## config.mk

```make
export PLATFORM = sky130hd
export DESIGN_NAME = systolic_mac_pe_flat
export DESIGN_NICKNAME = d
export VERILOG_FILES = /design/src/rtl/systolic_mac_pe_if.sv /design/src/rtl/systolic_mac_pe.sv /design/src/flat_wrapper.sv
export SDC_FILE = /design/constraint.sdc
export NUM_CORES = 1
export LEC_CHECK = 0
export CORE_ASPECT_RATIO = 1.75
export CORE_MARGIN = 2
export CORE_UTILIZATION = 40
export CTS_BUF_LIST = sky130_fd_sc_hd__clkbuf_4 sky130_fd_sc_hd__clkbuf_8
export CTS_CLUSTER_SIZE = 25
export DETAILED_ROUTE_END_ITERATION = 7
export PLACE_DENSITY = 0.6
export SLEW_MARGIN = 20
export SYNTH_ARGS = -nofsm -noshare
export SYNTH_HDL_FRONTEND = slang
export SYNTH_SLANG_ARGS = --single-unit
```

## constraint.sdc

```tcl
create_clock -name clk -period 8.3 [get_ports clk]
set_clock_uncertainty 0.1 [all_clocks]
set_input_delay 1.66 -clock clk [delete_from_list [all_inputs] [get_ports clk]]
set_output_delay 1.66 -clock clk [all_outputs]
set_load 0.05 [all_outputs]
```

## src/rtl/systolic_mac_pe_if.sv

```systemverilog
// Port bundle of one systolic MAC processing element: operand forwarding,
// drain chain and error status. The PE takes the slave side.
interface systolic_mac_pe_if #(
   parameter int BW   = 16,
   parameter int OUTW = 32
);
   logic [BW-1:0]   in_west_data;
   logic            in_west_valid;
   logic            in_west_first;
   logic            in_west_last;
   logic [BW-1:0]   in_north_data;
   logic            in_north_valid;
   logic [BW-1:0]   out_east_data;
   logic            out_east_valid;
   logic            out_east_first;
   logic            out_east_last;
   logic [BW-1:0]   out_south_data;
   logic            out_south_valid;
   logic [OUTW-1:0] drain_in_data;
   logic            drain_in_valid;
   logic            drain_in_ready;
   logic [OUTW-1:0] drain_out_data;
   logic            drain_out_valid;
   logic            drain_out_ready;
   logic            clr_err;
   logic            err_overflow;

   modport slave (
      input  in_west_data, in_west_valid, in_west_first, in_west_last,
      input  in_north_data, in_north_valid,
      input  drain_in_data, drain_in_valid, drain_out_ready, clr_err,
      output out_east_data, out_east_valid, out_east_first, out_east_last,
      output out_south_data, out_south_valid,
      output drain_in_ready, drain_out_data, drain_out_valid, err_overflow
   );

   modport master (
      output in_west_data, in_west_valid, in_west_first, in_west_last,
      output in_north_data, in_north_valid,
      output drain_in_data, drain_in_valid, drain_out_ready, clr_err,
      input  out_east_data, out_east_valid, out_east_first, out_east_last,
      input  out_south_data, out_south_valid,
      input  drain_in_ready, drain_out_data, drain_out_valid, err_overflow
   );
endinterface

```

## src/rtl/systolic_mac_pe.sv

```systemverilog
// Output-stationary systolic MAC PE: forwards operands east/south, accumulates
// tagged dot products, and shifts saturated results down a ready/valid drain chain.
module systolic_mac_pe #(
   parameter int BW       = 16,
   parameter int ACCW     = 40,
   parameter int OUTW     = 32,
   parameter int MUL_PIPE = 1,
   parameter int SAT_OUT  = 1
) (
   input  logic               clk,
   input  logic               rst,
   systolic_mac_pe_if.slave   pe
);
   localparam int PW     = 2 * BW;
   localparam int STAGES = (MUL_PIPE != 0) ? 1 : 0;

   typedef struct packed {
      logic [PW-1:0] prod;
      logic          first;
      logic          last;
   } mac_op_t;

   logic              fire;
   mac_op_t           op_c, op_s;
   logic [STAGES:0]   vld_pipe;
   logic              s_fire;

   logic signed [ACCW-1:0] acc, prod_x, sum;
   logic [OUTW-1:0]   res_q, dout_q;
   logic              res_valid, dout_v, err_q;
   logic              slot_free, res_move, new_res, ovf;

   function automatic logic [OUTW-1:0] sat(input logic signed [ACCW-1:0] v);
      // Value fits in signed OUTW when all bits from OUTW-1 upward match the sign.
      if (SAT_OUT == 0 || v[ACCW-1:OUTW-1] == {(ACCW-OUTW+1){v[ACCW-1]}})
         return v[OUTW-1:0];
      else if (v[ACCW-1])
         return {1'b1, {(OUTW-1){1'b0}}};
      else
         return {1'b0, {(OUTW-1){1'b1}}};
   endfunction

   // ---------------- operand forwarding ----------------
   always_ff @(posedge clk or posedge rst) begin
      if (rst) begin
         pe.out_east_data   <= '0;
         pe.out_east_valid  <= 1'b0;
         pe.out_east_first  <= 1'b0;
         pe.out_east_last   <= 1'b0;
         pe.out_south_data  <= '0;
         pe.out_south_valid <= 1'b0;
      end else begin
         pe.out_east_data   <= pe.in_west_data;
         pe.out_east_valid  <= pe.in_west_valid;
         pe.out_east_first  <= pe.in_west_first;
         pe.out_east_last   <= pe.in_west_last;
         pe.out_south_data  <= pe.in_north_data;
         pe.out_south_valid <= pe.in_north_valid;
      end
   end

   // ---------------- multiply (optionally registered) ----------------
   assign fire       = pe.in_west_valid & pe.in_north_valid;
   assign op_c.prod  = PW'($signed(pe.in_west_data)) * PW'($signed(pe.in_north_data));
   assign op_c.first = pe.in_west_first;
   assign op_c.last  = pe.in_west_last;

   generate
      if (STAGES == 1) begin : g_pipe
         mac_op_t op_q;
         logic    vld_q;
         always_ff @(posedge clk or posedge rst) begin
            if (rst) begin
               op_q  <= '0;
               vld_q <= 1'b0;
            end else begin
               vld_q <= vld_pipe[0];
               if (vld_pipe[0]) op_q <= op_c;
            end
         end
         assign vld_pipe = {vld_q, fire};
         assign op_s     = op_q;
      end else begin : g_comb
         assign vld_pipe = fire;
         assign op_s     = op_c;
      end
   endgenerate

   assign s_fire = vld_pipe[STAGES];

   // ---------------- accumulate ----------------
   assign prod_x  = ACCW'($signed(op_s.prod));
   assign sum     = op_s.first ? prod_x : acc + prod_x;
   assign new_res = s_fire & op_s.last;

   always_ff @(posedge clk or posedge rst) begin
      if (rst)         acc <= '0;
      else if (s_fire) acc <= sum;
   end

   // ---------------- result buffer and drain chain ----------------
   assign slot_free         = ~dout_v | pe.drain_out_ready;
   assign res_move          = slot_free & res_valid;
   // A result landing while res_q is stuck has nowhere to go and is dropped.
   assign ovf               = new_res & res_valid & ~res_move;
   assign pe.drain_in_ready = slot_free & ~res_valid;
   assign pe.drain_out_data  = dout_q;
   assign pe.drain_out_valid = dout_v;
   assign pe.err_overflow    = err_q;

   always_ff @(posedge clk or posedge rst) begin
      if (rst) begin
         res_q     <= '0;
         res_valid <= 1'b0;
      end else if (new_res && !ovf) begin
         res_q     <= sat(sum);
         res_valid <= 1'b1;
      end else if (res_move) begin
         res_valid <= 1'b0;
      end
   end

   // Local result takes the slot ahead of upstream traffic.
   always_ff @(posedge clk or posedge rst) begin
      if (rst) begin
         dout_q <= '0;
         dout_v <= 1'b0;
      end else if (slot_free) begin
         if (res_valid) begin
            dout_q <= res_q;
            dout_v <= 1'b1;
         end else if (pe.drain_in_valid) begin
            dout_q <= pe.drain_in_data;
            dout_v <= 1'b1;
         end else begin
            dout_v <= 1'b0;
         end
      end
   end

   always_ff @(posedge clk or posedge rst) begin
      if (rst)             err_q <= 1'b0;
      else if (ovf)        err_q <= 1'b1;
      else if (pe.clr_err) err_q <= 1'b0;
   end
endmodule

```

## src/flat_wrapper.sv

```systemverilog
// flat-port wrapper written by rule: the top's interface ports become plain ports
module systolic_mac_pe_flat 
#(
   parameter int BW       = 16,
   parameter int ACCW     = 40,
   parameter int OUTW     = 32,
   parameter int MUL_PIPE = 1,
   parameter int SAT_OUT  = 1
)
  (clk, rst, pe_in_west_data, pe_in_west_valid, pe_in_west_first, pe_in_west_last, pe_in_north_data, pe_in_north_valid, pe_drain_in_data, pe_drain_in_valid, pe_drain_out_ready, pe_clr_err, pe_out_east_data, pe_out_east_valid, pe_out_east_first, pe_out_east_last, pe_out_south_data, pe_out_south_valid, pe_drain_in_ready, pe_drain_out_data, pe_drain_out_valid, pe_err_overflow);
  systolic_mac_pe_if #(.BW(BW), .OUTW(OUTW)) pe_i ();
  input  logic clk;
  input  logic rst;
  input wire logic [$bits(pe_i.in_west_data)-1:0] pe_in_west_data;
  input wire logic [$bits(pe_i.in_west_valid)-1:0] pe_in_west_valid;
  input wire logic [$bits(pe_i.in_west_first)-1:0] pe_in_west_first;
  input wire logic [$bits(pe_i.in_west_last)-1:0] pe_in_west_last;
  input wire logic [$bits(pe_i.in_north_data)-1:0] pe_in_north_data;
  input wire logic [$bits(pe_i.in_north_valid)-1:0] pe_in_north_valid;
  input wire logic [$bits(pe_i.drain_in_data)-1:0] pe_drain_in_data;
  input wire logic [$bits(pe_i.drain_in_valid)-1:0] pe_drain_in_valid;
  input wire logic [$bits(pe_i.drain_out_ready)-1:0] pe_drain_out_ready;
  input wire logic [$bits(pe_i.clr_err)-1:0] pe_clr_err;
  output wire logic [$bits(pe_i.out_east_data)-1:0] pe_out_east_data;
  output wire logic [$bits(pe_i.out_east_valid)-1:0] pe_out_east_valid;
  output wire logic [$bits(pe_i.out_east_first)-1:0] pe_out_east_first;
  output wire logic [$bits(pe_i.out_east_last)-1:0] pe_out_east_last;
  output wire logic [$bits(pe_i.out_south_data)-1:0] pe_out_south_data;
  output wire logic [$bits(pe_i.out_south_valid)-1:0] pe_out_south_valid;
  output wire logic [$bits(pe_i.drain_in_ready)-1:0] pe_drain_in_ready;
  output wire logic [$bits(pe_i.drain_out_data)-1:0] pe_drain_out_data;
  output wire logic [$bits(pe_i.drain_out_valid)-1:0] pe_drain_out_valid;
  output wire logic [$bits(pe_i.err_overflow)-1:0] pe_err_overflow;
  assign pe_i.in_west_data = pe_in_west_data;
  assign pe_i.in_west_valid = pe_in_west_valid;
  assign pe_i.in_west_first = pe_in_west_first;
  assign pe_i.in_west_last = pe_in_west_last;
  assign pe_i.in_north_data = pe_in_north_data;
  assign pe_i.in_north_valid = pe_in_north_valid;
  assign pe_i.drain_in_data = pe_drain_in_data;
  assign pe_i.drain_in_valid = pe_drain_in_valid;
  assign pe_i.drain_out_ready = pe_drain_out_ready;
  assign pe_i.clr_err = pe_clr_err;
  assign pe_out_east_data = pe_i.out_east_data;
  assign pe_out_east_valid = pe_i.out_east_valid;
  assign pe_out_east_first = pe_i.out_east_first;
  assign pe_out_east_last = pe_i.out_east_last;
  assign pe_out_south_data = pe_i.out_south_data;
  assign pe_out_south_valid = pe_i.out_south_valid;
  assign pe_drain_in_ready = pe_i.drain_in_ready;
  assign pe_drain_out_data = pe_i.drain_out_data;
  assign pe_drain_out_valid = pe_i.drain_out_valid;
  assign pe_err_overflow = pe_i.err_overflow;
  systolic_mac_pe #(.BW(BW), .ACCW(ACCW), .OUTW(OUTW), .MUL_PIPE(MUL_PIPE), .SAT_OUT(SAT_OUT)) u_core (.clk(clk), .rst(rst), .pe(pe_i));
endmodule
```

Yosys cells after proc, flatten, opt, wreduce, memory -nomap -nowiden --
Index checks and enable logic that the tools add are counted.
Storage, ports and cells: register bits after elaboration 178, bits of input ports 73, output and inout bits 71, logic and storage cells 46
Cells by class: add/subtract/negate cells 1, multiply operators 1, equality and inequality tests 1, multiplexer cells 11, bitwise logic cells 10, reductions and logical operators 6
Operators with widths (number):
- 32-bit 2-to-1 mux | 4
- 40-bit by 32-bit adder with 40-bit output | 1
- 40-bit 2-to-1 mux | 1
- 16-bit by 16-bit multiplier with 32-bit output | 1
- 8-bit == test | 1
- 1-bit AND | 6
- 1-bit 2-to-1 mux | 6
- 2-bit nonzero test | 3
- 1-bit NOT | 3
- 2-bit AND reduction | 1
- 1-bit logical AND | 1
- 1-bit logical NOT | 1
- 1-bit OR | 1

Logic depth before layout (Yosys ltp) --
Gate-level depths: netlist of the first run.
depth after elaboration 8, mapped depth 25, gate-level depth less buffers 24

Least setup slack after synthesis of the first run --
No wires, ideal clock.
kind input-to-reg, start point input port pe_in_north_data[1], end point register u_core.g_pipe.op_q[33] (netlist bit), library setup time 131 ps, arrival 7426 ps, data required time 8069 ps, setup slack 643 ps, stages on the path 23, path buffers 1, path through clkbuf_1 -> nand2_1 -> inv_1 -> fa_1 -> fa_1 -> fa_1 -> fa_1 -> fa_1 -> inv_1 -> fa_1 -> inv_1 -> ha_1 -> a21o_1 -> a21o_1 -> a21o_1 -> a21o_1 -> a21o_1 -> a21oi_1 -> a21oi_1 -> or4_1 -> a31oi_1 -> xnor2_1 -> o21ai_1
Between the ends: longest elaborated chain between the ends 1
RTL lines:
- start, declared | line flat_wrapper.sv:18 | input wire logic [$bits(pe_i.in_north_data)-1:0] pe_in_north_data;
- 16-bit by 16-bit multiplier with 32-bit output | line systolic_mac_pe.sv:64 | assign op_c.prod = PW'($signed(pe.in_west_data)) * PW'($signed(pe.in_north_data));
- end signal, assigned | line systolic_mac_pe.sv:78 | if (vld_pipe[0]) op_q <= op_c;
- end, declared | line systolic_mac_pe.sv:70 | mac_op_t op_q;
Every way passes these cells. A chain may end at the register's enable or synchronous reset.

Final worst setup path of the first run --
Same ends and word-level chain as after synthesis.

==> results of run 1 <==
[flip-flops by register name, indices dropped and copies added, names as in the netlist]
register                   flops
u_core.pe.drain_out_valid      1
u_core.pe.out_south_valid      1
u_core.res_valid               1
u_core.pe.err_overflow         1
u_core.g_pipe.vld_q            1
u_core.pe.out_east_first       1
u_core.pe.out_south_data      16
u_core.acc                    40
u_core.g_pipe.op_q            34
u_core.res_q                  32
u_core.pe.out_east_valid       1
u_core.pe.out_east_data       16
u_core.pe.drain_out_data      32
u_core.pe.out_east_last        1
[cells in the final DEF (no fill, tap or decap), types with 32 or more instances in the layout]
cell type	instances
a211oi_2	32
a21oi_1	137
and2_1	131
buf_4	89
clkdlybuf4s50_1	143
dfrtp_1	176
fa_1	263
ha_1	121
inv_1	303
mux2i_1	41
nand2_1	207
nor2_1	158
o21ai_0	67
xnor2_1	44
[worst max-delay path, delay by kind of cell]
kind            cells  cell delay [ps]
xor+xnor            1              130
compound gates      9             1510
fa+ha+maj           7             3240
buf+inv             4             1120
simple gates        2              500
[Yosys cell counts, types with 12 or more instances]
library cell  count
a211oi_2         32
fa_1            263
nand2b_1         12
dfrtp_1         178
and2_1          131
xnor2_1          44
mux2i_1          41
clkbuf_1         69
a31oi_1          12
ha_1            121
a21oi_1         137
a21o_1           24
nand3_1          14
xor2_1           25
inv_1           304
o21ai_0          67
nand2_1         207
nor2_1          159
nor3_1           13
[layer usage]
layer / GRT usage [%] / routed length (µm) / vias to the layer above
met5: 0 / 13 / -
met1: 23.9 / 19300 / 7132
met3: 2.19 / 1740 / 94
li1: - / - / 6761
met2: 38.1 / 25800 / 384
met4: 8.64 / 1760 / 2
[per-stage QoR]
stage | setup TNS, ps | setup WS, ps | instance area (µm²) | hold slack [ps] | util, %
3_3_place_gp | -36.9 | -36.9 | 21600 | 393 | 46.0
3_5_place_dp | -124 | -124 | 21600 | 403 | 46.0
6_report | 0 | 394 | 22000 | 426 | 46.9
4_1_cts | 0 | 431 | 22000 | 432 | 46.9
2_1_floorplan | 0 | 643 | 19000 | 372 | -
5_1_grt | 0 | 91.7 | 22000 | 443 | 46.9
[final timing paths]
path | start | end | cells after the start
max in group asynchronous | rst | u_core.res_valid | 3
min in group asynchronous | rst | u_core.pe.out_south_data[11] | 2
worst min register to register | u_core.g_pipe.op_q[0] | u_core.g_pipe.op_q[0] | 1
worst max register to register | u_core.g_pipe.op_q[2] | u_core.res_q[1] | 15
worst max-delay path | pe_in_north_data[1] | u_core.g_pipe.op_q[33] | 23
worst min-delay path | u_core.g_pipe.op_q[0] | u_core.g_pipe.op_q[0] | 1
[layout make-up]
class | instances | area, µm²
multi-input cells | 1434 | 13000
clock buffers | 17 | 234
well taps | 588 | 736
repair buffers | 238 | 2220
inverters | 305 | 1150
fillers | 4477 | 24900
diodes | 1 | 2.50
flip-flops and latches | 178 | 4460
clock inverters | 15 | 183
[kinds of logic after synthesis]
kind of cell | after synthesis | share of synthesized area (%)
adders and majority gates | 384 | 35.7
xor gates and xnor gates | 70 | 3.27
muxes | 49 | 2.64
buffers and inverters | 391 | 8.03
AOI/OAI and AO/OA | 352 | 12.7
and+or+nand+nor | 579 | 14.2
DFF | 178 | 23.5
==> results.yml, run 1 <==
status:
  run_status: "complete, no violations"
sta:
  layout_min_cycle_time_ps: 7910
  maxClockFrequency_mhz: 126
  fin_crit_sh_pct: 95.3
  final_max_slew_viol_count: 0
  timing_worst_slew_pin_value_ps: 1030
  rsz0062_at_grt: "false"
  report.final.hold_viol_count: 0
  max_transition_margin_pct: 31.4
  setup_viol: 0
route:
  drc: 0
  routed_wire_length_per_instance_um: 17.5
  drt-total-wl_um: 48600
  routed_vias_inst: 5.18
  iter_0_drt_violations: 766
  drt_pass1_iterations: 7
  dr_total_vias: 14400
  drtAntennaViolNets: 0
die:
  top_level_ports: 144
  effective_utilization_at_floorplan_pct: 40.5
  die_x_um: 169
  die_height_um: 292
  num_rows: 105
  placeableCoreArea_um2: 46900
  design.die.area_um2: 49300
clock_network:
  clk_tree_root_cell: "clkbuf_8"
  clkTransAtPathRegs_ps: 110
  clock_insertion_delay_worst_skew_ps: 510
  tritoncts: "yes"
  post_cts_hold_buffer_count: 0
  cts_buf_count: 17
  clock_tree.buffer_depth: 2
  postCtsSetupBuffers: 0
  htree_levels: 4
  cts_num_sinks: 178
  cts_repair_resize_count: 0
setup_path:
  critical-path-max-stage-delay_ps: 650
  critical_path_arrival_ps: 8170
  reg2reg_slack_ps: 4000
  worst_setup_path_end_kind: "register"
  timing.critical_path.required_ps: 8570
  cpMostUsedCell: "fa_1"
  critical-path-slowest-cell: "clkdlybuf4s50_1"
  critical_path.max_fanout: 10
  cp-start-kind: "input port"
  critical_path_class: "input port to register"
  cp_cell_sequence: "clkdlybuf4s50_1, buf_4, nand2_1, fa_1, fa_1, fa_1, fa_1, inv_1, fa_1, fa_1, ha_1, a21oi_1, o21a_1, o21ai_0, o2111ai_1, a31oi_1, buf_4, a31oi_1, a21oi_1, or4_1, a31oi_1, xnor2_1, o21ai_1"
global_route:
  grt_pass1_wl_um: 80600
  grt_pass1_vias: 15700
  grt_overflow_total: 0
  groute.usage.overall_pct: 20.6
  initial_antenna_violation_count: 2
  largest_net_degree_at_the_start_of_global_routing: 119
layout:
  syn_to_final_growth_pct: 15.9
  drive_gt1_share_pct: 9.14
  final_cells: 2776
  finish.net_count: 2631
placement:
  place_inst: 2743
  port_buffers: 143
  globalplace.congestion: 0.883
  detailedPlacementHpwl_um: 39900
synthesis:
  distinct_cell_type_count_of_the_synthesized_netlist: 71
  synthesis.instances: 2003
  area_share_of_the_largest_cell_type_after_synthesis_pct: 27.7
  postSynthRegisterBits: 178
  synthTopCellsByArea: "fa_1, dfrtp_1, ha_1"
  yosys_most_used_dff: "dfrtp_1"
  yosys.area.top_type: "fa_1"
  proportion_of_synthesized_flip_flops_having_asynchronous_set_or_reset_pct: 100
  syn_area_per_cell_um2: 9.48
  post_synth_instance_area_um2: 19000
  syn_nets: 2460
  ys_seq_area_share_pct: 23.5
  ys.warnings.count: 0
  edff_count_synth: 0
run:
  max_cap_viol_count: 0
worst_hold_path:
  holdCritPathClass: "register to register"
Power of run 1 is not shown: default switching activity piles up to over one toggle a cycle in this logic, so the estimate is an artifact.
==> run 2, diff against run 1 <==
--- a/config.mk
+++ b/config.mk
@@ -11,6 +11,7 @@
 export CTS_BUF_LIST = sky130_fd_sc_hd__clkbuf_4 sky130_fd_sc_hd__clkbuf_8
 export CTS_CLUSTER_SIZE = 25
 export DETAILED_ROUTE_END_ITERATION = 7
+export GPL_TIMING_DRIVEN = 0
 export PLACE_DENSITY = 0.6
 export SLEW_MARGIN = 20
 export SYNTH_ARGS = -nofsm -noshare
==> results.yml, run 2 (same netlist as run 1, synthesis figures left out) <==
status:
  run_status: "complete, no violations"
sta:
  timing_worst_slew_pin_value_ps: 947
  max_transition_margin_pct: 36.8
  report.final.hold_viol_count: 0
  setup_viol: 0
  final_max_slew_viol_count: 0
  layout_min_cycle_time_ps: 8110
  fin_crit_sh_pct: 97.8
  rsz0062_at_grt: "true"
  maxClockFrequency_mhz: 123
die:
  design.die.area_um2: 49300
  die_height_um: 292
  die_x_um: 169
  effective_utilization_at_floorplan_pct: 40.5
  num_rows: 105
  placeableCoreArea_um2: 46900
  top_level_ports: 144
placement:
  port_buffers: 143
  globalplace.congestion: 0.951
  place_inst: 2736
  detailedPlacementHpwl_um: 45500
layout:
  mostFrequentLayoutCells: "inv_1, fa_1, nand2_1"
  layout.cells.most_common: "inv_1"
  largest_registers: "u_core.acc (40), u_core.g_pipe.op_q (34)"
  finish.net_count: 2624
  syn_to_final_growth_pct: 14.5
  final_cells: 2770
  top_register: "u_core.acc"
  largest_register_ffs: 40
  drive_gt1_share_pct: 7.11
  final_util_pct: 46.4
route:
  drtAntennaViolNets: 0
  iter_0_drt_violations: 651
  dr_total_vias: 14400
  drt_pass1_iterations: 6
  routed_wire_length_per_instance_um: 19.6
  routed_vias_inst: 5.21
  drc: 0
  drt-total-wl_um: 54200
setup_path:
  cpMostUsedCell: "fa_1"
  timing.critical_path.required_ps: 8570
  critical-path-max-stage-delay_ps: 560
  cp_cell_sequence: "clkdlybuf4s15_1, clkbuf_2, nand2_1, fa_1, fa_1, fa_1, fa_1, inv_1, fa_1, fa_1, ha_1, a21oi_1, o21a_1, o21ai_1, o2111ai_2, a31oi_2, a31oi_1, a21oi_1, or4_1, a31oi_1, xnor2_1, o21ai_1"
  cp-start-kind: "input port"
  worst_path_dominant_cell_family: "adder cells"
  critical-path-slowest-cell: "fa_1"
  r2r_start: "u_core.g_pipe.op_q[2]"
  critical_path_class: "input port to register"
  critical_path.max_fanout: 10
  r2r.worst_path.cells: 15
  critical_path.n_buffers_inverters: 3
  critical_path_depth: 22
  r2r-end: "u_core.res_q[29]"
  worst_setup_path_end_kind: "register"
  critical_path_arrival_ps: 8390
  reg2reg_slack_ps: 3940
clock_network:
  clock_insertion_delay_worst_skew_ps: 520
  cts_buf_count: 17
  postCtsSetupBuffers: 0
  clk_tree_root_cell: "clkbuf_8"
  clock_tree.buffer_depth: 2
  clkTransAtPathRegs_ps: 100
  post_cts_hold_buffer_count: 0
  cts_num_sinks: 178
  htree_levels: 4
  tritoncts: "yes"
worst_hold_path:
  holdCritPathClass: "register to register"
  hp-start: "u_core.acc[33]"
  min_to: "u_core.acc[33]"
  holdPathStages: 1
global_route:
  grt_overflow_total: 0
  initial_antenna_violation_count: 2
  groute.usage.overall_pct: 22.7
  grt_pass1_wl_um: 85400
  largest_net_degree_at_the_start_of_global_routing: 82
  grt_pass1_vias: 15800
run:
  max_cap_viol_count: 0
## run 2: cell count changes in the layout (fill, tap and decap cells not counted), sizes merged, moves of 5 or more
cell and change:
clkbuf +68, dlygate4sd2 +12, dlymetal6s2s +5, clkdlybuf4s15 +6, buf -75, clkdlybuf4s50 -23
## run 2: layout make-up
class                      instances  area [µm²]
clock inverter                    15         214
inverter                         305        1150
tap                              588         736
clock buffer                      17         234
timing repair buffer             145        1490
buffer                            86         425
antenna                            2        5.00
fill                            4511       25200
sequential                       178        4450
multi-input combinational       1434       13000
## run 2: repair_timing
item,4_1_cts,5_1_grt
resized for setup,58,22
endpoints found under the setup margin,8,5
endpoints found under the hold margin,0,0
gates cloned,0,0
## run 2: metrics by stage
stage / hold WS, ps / setup slack, ps / TNS, ps / cell area [µm²]
finish: 419 / 185 / 0 / 21700
global route: 445 / -62.6 / -62.6 / 21700
floorplan: 372 / 643 / 0 / 19000
detailed placement: 399 / -1130 / -9510 / 21200
CTS: 425 / 20.7 / 0 / 21700
global placement: 392 / -1070 / -179060 / 21200
## run 2: metal layers
layer / share of wire [%] / GRT usage, % / vias up
met3: 3.2 / 2.45 / 105
met1: 36 / 23.4 / 7200
li1: - / - / 6753
met5: 0.024 / 0 / -
met4: 4.8 / 10.5 / 2
met2: 56 / 45.0 / 360
## run 2: worst max path at each step
stage / start / to / slack (ps)
floorplan: pe_in_north_data[1] / u_core.g_pipe.op_q[33] / 640
global placement: pe_in_west_data[10] / u_core.g_pipe.op_q[33] / -1070
detailed placement: pe_in_west_data[9] / u_core.g_pipe.op_q[33] / -1130
CTS: pe_in_north_data[4] / u_core.g_pipe.op_q[33] / 20
global route: pe_in_north_data[13] / u_core.g_pipe.op_q[33] / -60
finish: pe_in_west_data[8] / u_core.g_pipe.op_q[33] / 190
Power of run 2 is left out for the same reason.
==> run 3, diff against run 2 <==
--- a/config.mk
+++ b/config.mk
@@ -12,6 +12,7 @@
 export CTS_CLUSTER_SIZE = 25
 export DETAILED_ROUTE_END_ITERATION = 7
 export GPL_TIMING_DRIVEN = 0
+export MAX_ROUTING_LAYER = met4
 export PLACE_DENSITY = 0.6
 export SLEW_MARGIN = 20
 export SYNTH_ARGS = -nofsm -noshare
==> results.yml, run 3 (same netlist as run 1, synthesis figures left out) <==
status:
  run_status: "complete, no violations"
run:
  max_cap_viol_count: 0
clock_network:
  post_cts_hold_buffer_count: 0
  htree_levels: 4
  clk_tree_root_cell: "clkbuf_8"
  clock_tree.buffer_depth: 2
  tritoncts: "yes"
  cts_buf_count: 17
  clock_insertion_delay_worst_skew_ps: 520
  clkTransAtPathRegs_ps: 120
  postCtsSetupBuffers: 0
  cts_num_sinks: 178
setup_path:
  critical_path_class: "input port to register"
  worst_setup_path_end_kind: "register"
  setup.worst_path.start: "pe_in_west_data[10]"
  critical_path.max_fanout: 10
  r2r_start: "u_core.g_pipe.op_q[2]"
  critical_path_arrival_ps: 8420
  reg2reg_slack_ps: 3930
  r2r.worst_path.cells: 15
  cp-start-kind: "input port"
  critical_path_end: "u_core.g_pipe.op_q[33]"
  timing.critical_path.required_ps: 8580
  r2r-end: "u_core.res_q[23]"
route:
  wl_met2_um: 30500
  drt-total-wl_um: 55100
  drt_pass1_iterations: 5
  iter_0_drt_violations: 698
  dr_total_vias: 14600
  routed_vias_inst: 5.27
  wl_met3_um: 1960
  drtAntennaViolNets: 0
  routed_wire_length_per_instance_um: 19.9
  route.top_layer_used: "met4"
  wl_met1_um: 20100
  drc: 0
global_route:
  largest_net_degree_at_the_start_of_global_routing: 91
  initial_antenna_violation_count: 2
  grt_pass1_vias: 15900
  grt_pass1_wl_um: 87100
  groute.usage.overall_pct: 23.9
  grt_overflow_total: 0
placement:
  detailedPlacementHpwl_um: 45900
  globalplace.congestion: 0.945
  port_buffers: 143
  place_ws_ps: -1180
  place_inst: 2735
die:
  effective_utilization_at_floorplan_pct: 40.5
  design.die.area_um2: 49300
  placeableCoreArea_um2: 46900
  die_height_um: 292
  top_level_ports: 144
  num_rows: 105
  die_x_um: 169
layout:
  drive_gt1_share_pct: 7.43
  layout.cells.most_common: "inv_1"
  final_cells: 2769
  top_register: "u_core.acc"
  syn_to_final_growth_pct: 14.3
  finish.net_count: 2623
  fillers: 4531
  largest_registers: "u_core.acc (40), u_core.g_pipe.op_q (34)"
  mostFrequentLayoutCells: "inv_1, fa_1, nand2_1"
  largest_register_ffs: 40
sta:
  layout_min_cycle_time_ps: 8140
  maxClockFrequency_mhz: 123
  timing_worst_slew_pin_value_ps: 968
  post-route-worst-setup-slack_ps: 159
  aggregate_negative_setup_slack_ps: 0
  rsz0062_at_grt: "false"
  setup_viol: 0
  report.final.hold_viol_count: 0
  max_transition_margin_pct: 35.5
  fin_crit_sh_pct: 98.1
  final_max_slew_viol_count: 0
worst_hold_path:
  holdCritPathClass: "register to register"
run 3: cell count changes in the layout (fill, tap and decap cells not counted), sizes merged:
cell and change:
clkdlybuf4s15 +2, dlygate4sd2 -9, clkdlybuf4s50 -4, buf +1
clkbuf +5, dlymetal6s2s +4
run 3: timing repair:
item	4_1_cts	5_1_grt
endpoints found under the setup margin	9	5
resized for setup	59	48
cloned	0	0
run 3: per-stage QoR:
stage / hold slack, ps / instance area (µm²) / utilization (%)
CTS: 423 / 21700 / 46.2
global placement: 393 / 21200 / 45.1
detailed placement: 395 / 21200 / 45.2
global route: 447 / 21700 / 46.3
finish: 418 / 21700 / 46.3
floorplan: 372 / 19000 / -
run 3: critical path, stage by stage:
cell and delay, ps:
clkdlybuf4s15_2 330, clkbuf_2 370, nand2_1 150, fa_1 540
fa_1 640, fa_1 460, fa_1 550, inv_1 50
fa_1 500, fa_1 440, ha_1 350, a21oi_1 250
o21a_1 230, o21ai_0 220, o2111ai_2 290, a31oi_2 210
a31oi_1 170, a21oi_1 120, or4_1 420, a31oi_1 220
xnor2_1 160, o21ai_1 80
run 3: area by class of cell:
cell class	instances	area, µm²	area share, %
Multi-Input combinational cell	1434	13000	60.0
Sequential cell	178	4450	20.5
Timing Repair Buffer	144	1450	6.67
Inverter	305	1150	5.31
Tap cell	588	736	3.39
Buffer	86	434	2.00
Clock buffer	17	234	1.08
Clock inverter	15	211	0.974
Antenna cell	2	5.00	0.0231
run 3: worst min-delay path by stage:
stage                      startpoint                      to  slack [ps]  cells after the start
6_report               u_core.acc[37]          u_core.acc[37]         420                      1
3_5_place_dp           u_core.acc[37]          u_core.acc[37]         390                      1
4_1_cts                u_core.acc[37]          u_core.acc[37]         420                      1
3_3_place_gp           u_core.acc[37]          u_core.acc[37]         390                      1
5_1_grt                u_core.acc[38]          u_core.acc[38]         450                      1
2_1_floorplan  u_core.g_pipe.op_q[21]  u_core.g_pipe.op_q[21]         370                      2
run 3: layer usage:
metal | up-vias | global-route usage, %
met5 | - | -
met4 | 0 | 9.86
met3 | 127 | 2.35
met2 | 428 | 45.7
met1 | 7283 | 24.6
li1 | 6741 | -
Power of run 3 is left out for the same reason.
